--- src/rtl/lagd_pkg.sv ---
// Shared types and constants for the LAGD Ising cluster front end.
package lagd_pkg;

  // Register-interface request/response used on the host and core ports.
  typedef struct packed {
    logic [31:0] addr;
    logic        write;
    logic [31:0] wdata;
    logic [3:0]  wstrb;
    logic        valid;
  } reg_req_t;

  typedef struct packed {
    logic [31:0] rdata;
    logic        error;
    logic        ready;
  } reg_rsp_t;

  // Local CSR byte offsets inside the cluster-control window.
  localparam logic [7:0] CsrMaskOff   = 8'h0;
  localparam logic [7:0] CsrStatusOff = 8'h4;
  localparam logic [7:0] CsrIrqEnOff  = 8'h8;

  typedef enum logic [1:0] {IDLE, UNI, BCAST, RESP} cluster_state_e;

endpackage

--- src/rtl/lagd_cluster_done_agg.sv ---
// Sticky per-core done status, irq enables, ALL_DONE detection and the
// registered level interrupt.
module lagd_cluster_done_agg #(
  parameter int unsigned NumCores = 4
) (
  input  logic                clk_i,
  input  logic                rst_ni,
  input  logic [NumCores-1:0] done_i,
  input  logic [NumCores-1:0] mask_i,
  input  logic [NumCores-1:0] w1c_i,
  input  logic                irq_en_we_i,
  input  logic [1:0]          irq_en_wdata_i,
  output logic [NumCores-1:0] status_o,
  output logic                all_done_o,
  output logic [1:0]          irq_en_o,
  output logic                irq_o
);

  logic [NumCores-1:0] status_d, status_q;
  logic [1:0]          irq_en_d, irq_en_q;
  logic                irq_d, irq_q;

  // A done pulse wins over a clear of the same bit so no completion is lost.
  always_comb begin
    status_d = (status_q & ~w1c_i) | done_i;
    irq_en_d = irq_en_we_i ? irq_en_wdata_i : irq_en_q;
  end

  assign all_done_o = (mask_i != '0) && ((status_q & mask_i) == mask_i);

  // Interrupt is computed from the current registers, so it lags them by one cycle.
  always_comb begin
    irq_d = (irq_en_q[0] && (|status_q)) || (irq_en_q[1] && all_done_o);
  end

  // Status, enable and interrupt registers.
  always_ff @(posedge clk_i or negedge rst_ni) begin
    if (!rst_ni) begin
      status_q <= '0;
      irq_en_q <= '0;
      irq_q    <= 1'b0;
    end else begin
      status_q <= status_d;
      irq_en_q <= irq_en_d;
      irq_q    <= irq_d;
    end
  end

  assign status_o = status_q;
  assign irq_en_o = irq_en_q;
  assign irq_o    = irq_q;

endmodule

--- src/rtl/lagd_ising_cluster_ctrl.sv ---
// Cluster register front end: decodes host accesses into unicast, broadcast
// (under MASK) or local CSR accesses, with a downstream stall timeout.
module lagd_ising_cluster_ctrl #(
  parameter int unsigned NumCores      = 4,
  parameter int unsigned CoreSpanW     = 12,
  parameter int unsigned TimeoutCycles = 1024,
  parameter type         reg_req_t     = lagd_pkg::reg_req_t,
  parameter type         reg_rsp_t     = lagd_pkg::reg_rsp_t
) (
  input  logic                     clk_i,
  input  logic                     rst_ni,
  input  reg_req_t                 reg_req_i,
  output reg_rsp_t                 reg_rsp_o,
  output reg_req_t [NumCores-1:0]  core_req_o,
  input  reg_rsp_t [NumCores-1:0]  core_rsp_i,
  input  logic [NumCores-1:0]      core_done_i,
  output logic                     irq_o,
  output logic                     busy_o
);
  import lagd_pkg::*;

  localparam int unsigned   IdxW     = $clog2(NumCores + 2);
  localparam int unsigned   CntW     = (TimeoutCycles > 2) ? $clog2(TimeoutCycles) : 1;
  localparam logic [IdxW-1:0] SelCsr   = IdxW'(NumCores);
  localparam logic [IdxW-1:0] SelBcast = IdxW'(NumCores + 1);

  cluster_state_e      state_d, state_q;
  reg_req_t            req_d, req_q;
  reg_rsp_t            rsp_d, rsp_q;
  reg_rsp_t            uni_rsp;
  logic [IdxW-1:0]     sel_d, sel_q, sel_in;
  logic [NumCores-1:0] pending_d, pending_q;
  logic [NumCores-1:0] mask_d, mask_q;
  logic [CntW-1:0]     cnt_d, cnt_q;
  logic [CoreSpanW-1:0] off_in;
  logic [NumCores-1:0] w1c, status;
  logic [1:0]          irq_en;
  logic                irq_en_we, all_done, we_in, tmo;

  assign sel_in = reg_req_i.addr[CoreSpanW +: IdxW];
  assign off_in = reg_req_i.addr[CoreSpanW-1:0];
  // wstrb[0] low turns a local write into a plain access with no side effect.
  assign we_in  = reg_req_i.write && reg_req_i.wstrb[0];
  assign tmo    = (TimeoutCycles != 0) && (cnt_q == CntW'(TimeoutCycles - 1));

  // Response of the addressed core while in a unicast transfer.
  always_comb begin
    uni_rsp = '0;
    for (int i = 0; i < NumCores; i++)
      if (sel_q == IdxW'(i)) uni_rsp = core_rsp_i[i];
  end

  // Next-state, decode, local CSR access and response capture.
  always_comb begin
    state_d     = state_q;
    req_d       = req_q;
    rsp_d       = rsp_q;
    rsp_d.ready = 1'b0;
    sel_d       = sel_q;
    pending_d   = pending_q;
    mask_d      = mask_q;
    cnt_d       = cnt_q;
    w1c         = '0;
    irq_en_we   = 1'b0;
    unique case (state_q)
      IDLE: begin
        if (reg_req_i.valid) begin
          req_d       = reg_req_i;
          sel_d       = sel_in;
          cnt_d       = '0;
          rsp_d.rdata = '0;
          rsp_d.error = 1'b0;
          if (sel_in < SelCsr) begin
            state_d = UNI;
          end else if (sel_in == SelCsr) begin
            state_d = RESP;
            case (off_in)
              CoreSpanW'(CsrMaskOff): begin
                rsp_d.rdata[NumCores-1:0] = mask_q;
                if (we_in) mask_d = reg_req_i.wdata[NumCores-1:0];
              end
              CoreSpanW'(CsrStatusOff): begin
                rsp_d.rdata[NumCores:0] = {all_done, status};
                if (we_in) w1c = reg_req_i.wdata[NumCores-1:0];
              end
              CoreSpanW'(CsrIrqEnOff): begin
                rsp_d.rdata[1:0] = irq_en;
                irq_en_we        = we_in;
              end
              default: rsp_d.error = 1'b1;
            endcase
          end else if (sel_in == SelBcast && reg_req_i.write && mask_q != '0) begin
            pending_d = mask_q;
            state_d   = BCAST;
          end else begin
            // Broadcast read, broadcast with empty mask, or unmapped window.
            rsp_d.error = 1'b1;
            state_d     = RESP;
          end
        end
      end
      UNI: begin
        cnt_d = cnt_q + CntW'(1);
        if (uni_rsp.ready) begin
          rsp_d.rdata = uni_rsp.rdata;
          rsp_d.error = uni_rsp.error;
          state_d     = RESP;
        end else if (tmo) begin
          rsp_d.rdata = '0;
          rsp_d.error = 1'b1;
          state_d     = RESP;
        end
      end
      BCAST: begin
        cnt_d = cnt_q + CntW'(1);
        for (int i = 0; i < NumCores; i++) begin
          if (pending_q[i] && core_rsp_i[i].ready) begin
            pending_d[i] = 1'b0;
            rsp_d.error  = rsp_d.error | core_rsp_i[i].error;
          end
        end
        if (pending_d == '0) begin
          rsp_d.rdata = '0;
          state_d     = RESP;
        end else if (tmo) begin
          pending_d   = '0;
          rsp_d.rdata = '0;
          rsp_d.error = 1'b1;
          state_d     = RESP;
        end
      end
      RESP:    state_d = IDLE;
      default: state_d = IDLE;
    endcase
  end

  // Downstream requests: shared payload, offset-only address, valid from state.
  always_comb begin
    for (int i = 0; i < NumCores; i++) begin
      core_req_o[i]                      = req_q;
      core_req_o[i].addr                 = '0;
      core_req_o[i].addr[CoreSpanW-1:0]  = req_q.addr[CoreSpanW-1:0];
      core_req_o[i].valid = (state_q == UNI && sel_q == IdxW'(i)) ||
                            (state_q == BCAST && pending_q[i]);
    end
  end

  // Upstream response is registered; ready is a one-cycle pulse in RESP.
  always_comb begin
    reg_rsp_o       = rsp_q;
    reg_rsp_o.ready = (state_q == RESP);
  end

  assign busy_o = (state_q != IDLE);

  // Control and datapath registers; reset aborts any transfer in flight.
  always_ff @(posedge clk_i or negedge rst_ni) begin
    if (!rst_ni) begin
      state_q   <= IDLE;
      req_q     <= '0;
      rsp_q     <= '0;
      sel_q     <= '0;
      pending_q <= '0;
      mask_q    <= '0;
      cnt_q     <= '0;
    end else begin
      state_q   <= state_d;
      req_q     <= req_d;
      rsp_q     <= rsp_d;
      sel_q     <= sel_d;
      pending_q <= pending_d;
      mask_q    <= mask_d;
      cnt_q     <= cnt_d;
    end
  end

  lagd_cluster_done_agg #(.NumCores(NumCores)) i_done_agg (
    .clk_i          (clk_i),
    .rst_ni         (rst_ni),
    .done_i         (core_done_i),
    .mask_i         (mask_q),
    .w1c_i          (w1c),
    .irq_en_we_i    (irq_en_we),
    .irq_en_wdata_i (reg_req_i.wdata[1:0]),
    .status_o       (status),
    .all_done_o     (all_done),
    .irq_en_o       (irq_en),
    .irq_o          (irq_o)
  );

endmodule

--- config.mk ---
export PLATFORM = sky130hd
export DESIGN_NAME = lagd_ising_cluster_ctrl
export DESIGN_NICKNAME = d
export VERILOG_FILES = /design/src/rtl/lagd_pkg.sv /design/src/rtl/lagd_cluster_done_agg.sv /design/src/rtl/lagd_ising_cluster_ctrl.sv
export SDC_FILE = /design/constraint.sdc
export NUM_CORES = 1
export LEC_CHECK = 0
export ABC_AREA = 0
export CAP_MARGIN = 20
export CORE_AREA = 3 3 205 207
export CTS_BUF_LIST = sky130_fd_sc_hd__clkbuf_16
export DETAILED_ROUTE_END_ITERATION = 8
export DIE_AREA = 0 0 208 210
export HOLD_SLACK_MARGIN = 0.03
export MAX_ROUTING_LAYER = met4
export PLACE_DENSITY_LB_ADDON = 0.1
export SYNTH_ARGS = -nofsm -noshare
export SYNTH_HDL_FRONTEND = slang
export SYNTH_SLANG_ARGS = --single-unit
export TNS_END_PERCENT = 5
--- constraint.sdc ---
create_clock -name clk_i -period 5.2 [get_ports clk_i]
set_input_delay 1.04 -clock clk_i [delete_from_list [all_inputs] [get_ports clk_i]]
set_output_delay 1.04 -clock clk_i [all_outputs]
set_load 0.01 [all_outputs]
==> impl_metrics.env <==
export IMPL_initial_core_util=0.190
export IMPL_cts_sinks=112
export IMPL_worst_ep_required_time_ns=4.16
export IMPL_numPortBuffers=430
export IMPL_outcome="completed"
export IMPL_dieWidth_um=208
export IMPL_cp_arrival_ns=2.45
export IMPL_hold_path_class="register to register"
export IMPL_avgViaCountPerCell=3.84
export IMPL_peakVddDrop_uv=178
export IMPL_place_inst=1526
export IMPL_ys_ff_latch=112
export IMPL_tns_ns=0
export IMPL_clkLatencyLatePin_ns=0.37
export IMPL_core_um2=40600
export IMPL_p_per_area_nw_per_um2=539
export IMPL_clock_skew_ns=0.00972
export IMPL_hpwl_mm=22.3
export IMPL_die_y_um=210
export IMPL_ant_nets=0
export IMPL_ys_types=45
export IMPL_slew_headroom=0.328
export IMPL_grt_usage=0.126
export IMPL_setup_worst_path_class="register to primary output"
export IMPL_design_area_um2=11500
export IMPL_drc=0
export IMPL_fmax_mhz=286
export IMPL_fill_cells=4307
export IMPL_dieArea_um2=43700
export IMPL_synth_area_um2=7720
export IMPL_grt_pass1_vias=5940
export IMPL_wl_per_cell_um=18.2
export IMPL_n_antenna_cell=0
export IMPL_drive_gt1_frac=0.147
export IMPL_ff_latch_area_um2=2810
export IMPL_cts_root_buf="clkbuf_16"
export IMPL_final_nets=1222
export IMPL_rsz0062_at_grt="false"
export IMPL_clkTransAtPathRegs_ns=0.08
export IMPL_synth_area_per_cell_um2=10.5
export IMPL_clockBufferDepth=2
export IMPL_instances_no_fill=1542
export IMPL_cap_violations=0
export IMPL_dr_pass1_iters=5
export IMPL_power_leakage_nw=4.66
export IMPL_grt_overflow=0
export IMPL_ys_seq_area_frac=0.363
export IMPL_fin_util=0.282
export IMPL_cts_resized=0
export IMPL_crit_fanout=18
export IMPL_end_kind="primary output"
export IMPL_multi_input_area_um2=3300
export IMPL_grt_pass1_wl_mm=40.4
export IMPL_grt_start_max_net_pins=59
export IMPL_hold_buffers=0
export IMPL_yosys_warnings=0
export IMPL_cts_tree="built"
export IMPL_slew_violations=0
export IMPL_fp_row_count=74
export IMPL_dp_worst_setup_slack_ns=1.52
export IMPL_cts_buffers=9
export IMPL_io_pins=528
export IMPL_place_area_um2=11200
export IMPL_dr_total_vias=5923
export IMPL_fin_crit_sh=0.672
export IMPL_globalplace_congestion=0.774
export IMPL_min_period_ns=3.49
export IMPL_worst_slack_ns=1.71
export IMPL_finalHoldViolations=0
export IMPL_h_tree_depth=3
export IMPL_areaGrowthSynthToFinish_pct=48.3
export IMPL_drtIter0Drc=236
export IMPL_tightest_slew_ns=0.998
export IMPL_synthCells=737
export IMPL_finalWirelength_mm=28.0
export IMPL_post_cts_repair_setup_buffers=0
export IMPL_setup_viol=0
export IMPL_antenna_found_initial=0
export IMPL_critPathLaunchType="register"
-- per-stage QoR --
step	hold slack (ns)	power, mW
2_1_floorplan	0.451	4.10
3_3_place_gp	0.482	5.63
3_5_place_dp	0.494	5.62
4_1_cts	0.508	6.34
5_1_grt	0.525	6.59
6_report	0.495	6.17
-- final timing paths --
path	startpoint	to	slack (ns)	cells past startpoint
setup / recovery	sel_q[0]$_DFFE_PN0P_	core_req_o[70]	1.71	3
hold / removal	cnt_q[9]$_DFFE_PN0P_	cnt_q[9]$_DFFE_PN0P_	0.49	1
setup reg to reg	sel_q[0]$_DFFE_PN0P_	reg_rsp_o[20]$_DFFE_PN0P_	2.28	6
hold reg to reg	cnt_q[9]$_DFFE_PN0P_	cnt_q[9]$_DFFE_PN0P_	0.49	1
max in group asynchronous	rst_ni	sel_q[1]$_DFFE_PN0P_	3.45	2
min in group asynchronous	rst_ni	core_req_o[19]$_DFFE_PN0P_	0.77	1
-- registers in the layout (all words and copies together) (netlist names), 3 cells and up --
| name | flops |
|---|---|
| sel_q | 3 |
| reg_rsp_o | 33 |
| core_req_o | 49 |
| pending_q | 4 |
| cnt_q | 10 |
| mask_q | 4 |
| i_done_agg.status_o | 4 |
-- where the power goes --
group	leakage (nW)	switching (mW)	internal, mW	total (mW)
combinational	3.14	1.66	2.27	3.93
clock	0.127	0.364	0.327	0.691
sequential	1.40	0.380	1.18	1.55
-- synthesized netlist by cell type, drive strengths merged --
library cell  number  share of area
buf              236           0.23
dfrtp            112           0.36
mux2             102           0.16
nand2             33          0.016
nor2              24          0.012
nor3              23          0.015
o22ai             23          0.019
clkbuf            22          0.011
o21ai             21          0.014
inv               17         0.0083
mux4              17          0.050
nor2b             17          0.014
nand3             13         0.0084
nand2b             8         0.0075
a21o               7         0.0068
a21oi              7         0.0045
mux2i              7         0.0091
a22o               5         0.0057
ha                 5         0.0081
nor4               5         0.0041
and3               4         0.0032
o31ai              4         0.0039
a31oi              3         0.0024
nand4              3         0.0032
o41ai              3         0.0034
a211oi             2         0.0019
o211ai             2         0.0019
or3                2         0.0023
a22oi              1        0.00097
a31o               1         0.0011
a32o               1         0.0013
a41o               1         0.0013
a41oi              1         0.0011
conb               1        0.00049
o2111ai            1         0.0011
o311ai             1         0.0011
o31a               1         0.0011
or3b               1         0.0011
-- placed cells by master, fill, tap and decap left out, types with 17 or more instances in the layout --
cell type        instances
mux2_2                  73
inv_1                   17
mux4_2                  17
nor2_1                  24
mux2_4                  29
nand2_1                 32
nor3_1                  23
clkdlybuf4s50_1        429
nor2b_1                 17
dfrtp_1                110
o21ai_0                 21
o22ai_1                 23
conb_1                  80
-- cell type report --
| type | instances | share of cell area |
|---|---|---|
| clock buffer | 9 | 0.0197 |
| clock inverter | 7 | 0.00415 |
| inverter | 17 | 0.00557 |
| multi-input combinational | 429 | 0.288 |
| sequential | 112 | 0.245 |
| tap | 532 | 0.0581 |
| timing repair buffer | 436 | 0.380 |
-- cell families after synthesis --
family	synth area share
other	0.000486
adder cells (fa/ha/maj)	0.00810
AND/OR/NAND/NOR	0.0862
AO/OA/AOI/OAI	0.0721
flip-flops	0.363
multiplexers	0.222
buffers and inverters	0.248
-- critical path, cell delays in order (launching register included) --
cell and delay (ns):
dfrtp_2 0.52, nand2b_1 0.54, o21ai_0 0.35, clkdlybuf4s50_1 0.67
-- layer usage --
metal,track usage,part of all wire,vias to the layer above
li1,-,-,2779
met1,0.152,0.42,2883
met2,0.218,0.52,248
met3,0.0229,0.054,13
met4,0.0337,0.013,0
met5,-,0,-
No activity file was read; power rests on OpenSTA's default activity.
